--- config.mk ---
export PLATFORM = sky130hd
export DESIGN_NAME = l2_arbiter
export DESIGN_NICKNAME = d
export VERILOG_FILES = /design/src/rtl/l2_arbiter_pkg.sv /design/src/rtl/l2_arbiter.sv
export SDC_FILE = /design/constraint.sdc
export NUM_CORES = 1
export LEC_CHECK = 0
export CORE_AREA = 4 4 534 536
export CTS_BUF_LIST = sky130_fd_sc_hd__clkbuf_4 sky130_fd_sc_hd__clkbuf_8
export DETAILED_ROUTE_END_ITERATION = 7
export DIE_AREA = 0 0 538 540
export PLACE_DENSITY = 0.3
export RECOVER_POWER = 50
export SYNTH_ARGS = -nofsm -noshare
export SYNTH_HDL_FRONTEND = slang
export SYNTH_SLANG_ARGS = --single-unit
--- constraint.sdc ---
create_clock -name clk -period 3.48 [get_ports clk]
set_input_delay 0.348 -clock clk [delete_from_list [all_inputs] [get_ports clk]]
set_output_delay 0.348 -clock clk [all_outputs]
set_load 0.02 [all_outputs]
--- src/rtl/l2_arbiter_pkg.sv ---
// Shared types and default widths for the L1-to-L2 miss-port arbiter.
package l2_arbiter_pkg;

    localparam int unsigned ADDR_W_DEF = 32;
    localparam int unsigned LINE_W_DEF = 256;

    typedef enum logic [1:0] {
        IDLE,
        SERVE_I,
        SERVE_D
    } arb_state_t;

    typedef enum logic {
        GRANT_I,
        GRANT_D
    } grant_t;

endpackage

--- src/rtl/l2_arbiter.sv ---
// Merges the L1 I-cache and D-cache miss ports onto the single L2 request port.
// One side is granted at a time and held until l2_resp; ties alternate round-robin.
module l2_arbiter
    import l2_arbiter_pkg::*;
#(
    parameter int unsigned ADDR_W = ADDR_W_DEF,
    parameter int unsigned LINE_W = LINE_W_DEF
) (
    input  logic              clk,
    input  logic              rst,

    input  logic              i_mem_read,
    input  logic [ADDR_W-1:0] i_mem_address,
    output logic [LINE_W-1:0] i_mem_rdata,
    output logic              i_mem_resp,

    input  logic              d_mem_read,
    input  logic              d_mem_write,
    input  logic [ADDR_W-1:0] d_mem_address,
    input  logic [LINE_W-1:0] d_mem_wdata,
    output logic [LINE_W-1:0] d_mem_rdata,
    output logic              d_mem_resp,

    output logic              l2_read,
    output logic              l2_write,
    output logic [ADDR_W-1:0] l2_address,
    output logic [LINE_W-1:0] l2_wdata,
    input  logic [LINE_W-1:0] l2_rdata,
    input  logic              l2_resp
);

    arb_state_t        state;
    grant_t            last_grant;
    logic [ADDR_W-1:0] addr_q;
    logic [LINE_W-1:0] wdata_q;
    logic              read_q;
    logic              write_q;

    logic req_i;
    logic req_d;
    logic pick_d;

    always_comb begin
        req_i  = i_mem_read;
        req_d  = d_mem_read | d_mem_write;
        pick_d = req_d & (~req_i | (last_grant == GRANT_I));
    end

    // The latched request is cleared on completion so every L2-side output
    // is a plain register that reads zero whenever the arbiter is idle.
    always_ff @(posedge clk) begin
        if (rst) begin
            state      <= IDLE;
            last_grant <= GRANT_D;
            addr_q     <= '0;
            wdata_q    <= '0;
            read_q     <= 1'b0;
            write_q    <= 1'b0;
        end else begin
            case (state)
                IDLE: begin
                    if (pick_d) begin
                        state      <= SERVE_D;
                        last_grant <= GRANT_D;
                        addr_q     <= d_mem_address;
                        wdata_q    <= d_mem_wdata;
                        read_q     <= ~d_mem_write;
                        write_q    <= d_mem_write;
                    end else if (req_i) begin
                        state      <= SERVE_I;
                        last_grant <= GRANT_I;
                        addr_q     <= i_mem_address;
                        wdata_q    <= '0;
                        read_q     <= 1'b1;
                        write_q    <= 1'b0;
                    end
                end
                SERVE_I, SERVE_D: begin
                    if (l2_resp) begin
                        state   <= IDLE;
                        addr_q  <= '0;
                        wdata_q <= '0;
                        read_q  <= 1'b0;
                        write_q <= 1'b0;
                    end
                end
                default: state <= IDLE;
            endcase
        end
    end

    always_comb begin
        l2_read     = read_q;
        l2_write    = write_q;
        l2_address  = addr_q;
        l2_wdata    = wdata_q;
        i_mem_resp  = (state == SERVE_I) & l2_resp;
        d_mem_resp  = (state == SERVE_D) & l2_resp;
        i_mem_rdata = (state == SERVE_I) ? l2_rdata : '0;
        d_mem_rdata = (state == SERVE_D) ? l2_rdata : '0;
    end

endmodule
==> key figures <==
Outcome
  – Run status: complete, no violations

Synth
  – Synth Area per Inst: between 8 and 9 µm²
  – Distinct cells, synth: 35
  – Sequential fraction of the synthesis area: 0.376
  – Cell taking the most area after synthesis: dfxtp_1
  – Cell area after synthesis: around 0.016 mm²
  – Leading cell type by number of instances after synthesis: and2_1
  – Leading register cell type out of synthesis: dfxtp_1
  – Leading post-synthesis cells by cell area: dfxtp_1 (38%), and2_1 (21%), nand3_2 (13%), a21oi_1 (7.7%), nand2_1 (6.3%)
  – Number of synthesized flops with an enable pin: 0
  – FF+latch count, synth: around 300
  – Share of the synthesized area in the top cell type: 0.376
  – Proportion of synthesized flip-flops having asynchronous set or reset: 0
  – Synth warnings: 0
  – Net count of the mapped netlist: 2,438
  – Most frequent cells after synthesis: and2_1 (514), dfxtp_1 (293), nand2_1 (260), a21oi_1 (240), nand3_2 (210)
  – Cells after synthesis: 1,853

Global route
  – GRT Residual Overflow: 0
  – First-pass GRT wire length: roughly 290,000 µm
  – Via count of the first global-routing pass: 20.8k
  – Pin count of the biggest net entering global routing: 118
  – Number of antenna violations at the first check in global routing: about 220
  – Total GRT Usage: 0.160

Setup path
  – Crit path max-delay cell type: clkdlybuf4s50_1
  – Critical path peak fanout: 117
  – Critical-path cell list: inv_1, ha_4, buf_12, and2_1, clkdlybuf4s50_1
  – Nature of the critical path endpoint: output pin
  – CP startpoint kind: flop
  – Critical path's largest stage delay: about 0.76 ns
  – CP Data Arrival Time: 3.01 ns
  – Category of the critical setup timing path: reg -> out
  – Data required time of the worst path: 3.13 ns

Clock network
  – Maximum clock path buffer count: 4
  – Sinks on the clock net: 293
  – Maximum level of the CTS H-tree: 3
  – Clock buffer count from CTS: 74
  – Clock tree from TritonCTS: done
  – Later-pin clock latency in the skew report: slightly below 0.9 ns
  – Clock transition at the registers of the reported paths: 0.06 ns
  – Cell at the root of the clock tree: clkbuf_8

STA
  – Fin Hold WS: 0.149 ns
  – Tmin final: 3.36 ns
  – Pins Over Slew Limit: 0
  – Post-Route Skew: 0.0862 ns
  – Relative slew slack: 0.172
  – Number of hold violations in the final report: 0
  – Total Neg Setup Slack: 0 ns
  – Final setup fails: 0
  – Worst Tran Pin Value: 1.24 ns
  – Peak clock frequency supported by timing: ~300 MHz
  – RSZ-0062 raised after global routing: false
  – Part of the cycle the worst path needs: 0.966

Routing
  – Number of DRC violations after detailed routing: 0
  – Drt total wl: 243,000 µm
  – Final ANT Viol Nets: 0
  – Via density: 2.86
  – DR iter-0 viols: 981
  – Via count of the routed design: 20.7k
  – First drt pass iteration count: 4
  – Detailed-route wire length per cell: 33.6 µm

Power
  – Maximum vdd ir drop: about 0.24 mV
  – Power density cells: 443 mW/mm²
  – Fraction of power spent switching nets: 0.432
  – Share of total power in the clock network: 0.292
  – Combinational Power Share: 0.468
  – Sw Pwr: 7.11 mW
  – Internal power contribution: 9.34 mW
  – Static power due to leakage: 13.0 nW
  – Sequential cell fraction of total power: 0.240

Die
  – Die outline area: 0.291 mm²
  – Chip height: about 540 µm
  – Placeable core region: roughly 0.28 mm²
  – Std-Cell Rows: slightly below 200
  – Boundary pin count: between 1k and 1.5k
  – Initial Utilization: 0.0556
  – DIE WIDTH: about 540 µm

Placed design
  – Buffers added on ports: 1,385
  – HPWL after DPL: around 220,000 µm
  – RePlAce Congestion: 0.898

Run
  – Count of max-cap constraint violations: 0

Layout
  – Share of cells above drive strength 1: 0.126
  – Synthesis-to-layout area growth: 138%
  – Nets: 3,945
  – Filler cells: about 32k

Worst hold path
  – Kind of path behind the tightest hold check: in -> reg
## final cells by class
type / instances / area, µm² / share of cell area
timing repair buffer: 1610 / 16200 / 0.435
multi-input combinational: 1379 / 8710 / 0.235
sequential: 293 / 5870 / 0.158
tap: 3743 / 4680 / 0.126
clock buffer: 110 / 1380 / 0.0372
antenna: 75 / 188 / 0.00505
clock inverter: 15 / 159 / 0.00428
inverter: 2 / 7.51 / 0.000202
## final timing paths
kind,start,to,slack (ns),cells after the start
max reg2reg,state[0],l2_wdata[36],0.29,7
max,state[0],d_mem_rdata[212],0.12,5
min reg2reg,l2_wdata[96],l2_wdata[96],0.44,2
min,d_mem_wdata[163],l2_wdata[163],0.15,3
## cell families (layout without fill, tap and decap cells)
group,after synthesis,count (layout),synth area share
buf+inv,181,1737,0.0668
compound gates,297,297,0.109
mux,33,33,0.0212
fa+ha+maj,3,3,0.00240
other cells,0,75,0
simple gates,1046,1046,0.425
flops,293,293,0.376
## worst max-delay path, delay by kind of cell (launching register included)
family | cells | cell delay, ns
simple gates | 1 | 0.22
buf+inv | 3 | 1.23
fa+ha+maj | 1 | 0.24
flops | 1 | 0.33
## through the flow
step | setup WS [ns] | power [mW] | instance area, µm² | std cells | utilization
3_5_place_dp | 0.753 | 11.9 | 33700 | 6849 | 0.120
2_1_floorplan | 1.55 | 7.50 | 15600 | 1853 | -
4_1_cts | 0.00537 | 17.2 | 37000 | 7152 | 0.132
3_3_place_gp | 0.760 | 12.0 | 33700 | 6849 | 0.120
6_report | 0.118 | 16.5 | 37200 | 7227 | 0.132
5_1_grt | 0.0135 | 17.4 | 37000 | 7173 | 0.132
## cells in the final DEF (no fill, tap or decap), drive strengths merged
master,instances
nor2b,1
buf,69
o22a,1
or3,1
nand2,261
nor2,4
nor3,1
nand3,258
dfxtp,293
clkinvlp,2
nand3b,1
o21ai,1
dlygate4sd3,462
o32ai,1
o2bb2ai,33
clkinv,9
or4b,1
o21a,1
mux2i,32
nand4b,1
bufinv,3
and2,515
dlymetal6s2s,3
dlygate4sd2,4
diode,75
mux2,1
a21oi,260
inv,3
clkdlybuf4s50,1065
ha,3
nand2b,2
clkbuf,117
## flip-flops by register name, summed over array words and instances (netlist names)
| name | count |
|---|---|
| l2_address | 32 |
| l2_read | 1 |
| l2_wdata | 256 |
| l2_write | 1 |
| last_grant | 1 |
| state | 2 |
## timing repair
| action | in CTS | in global routing |
|---|---|---|
| hold buffers | 177 | 0 |
| setup buffers | 1 | 0 |
| endpoints found under the hold margin | 211 | 0 |
| endpoints found under the setup margin | 50 | 3 |
| gates resized for setup | 5 | 3 |
## routing by layer
metal  vias up  track usage  wire [µm]
li1       9228            -          -
met1      9551        0.154      81600
met2      1271        0.249     106000
met3       480        0.138      45500
met4       134       0.0523       9140
met5         -            0        881
## power groups by stage
stage                     sequential [mW]  combinational, mW  clock [mW]
after floorplan                      4.43               3.06           0
final                                3.95               7.70        4.80
after global placement               4.03               7.92           0
after CTS                            3.98               8.12        5.11
after detailed placement             4.04               7.89           0
after global routing                 4.00               8.19        5.21
Note: power is estimated with default switching activity, not from simulation.
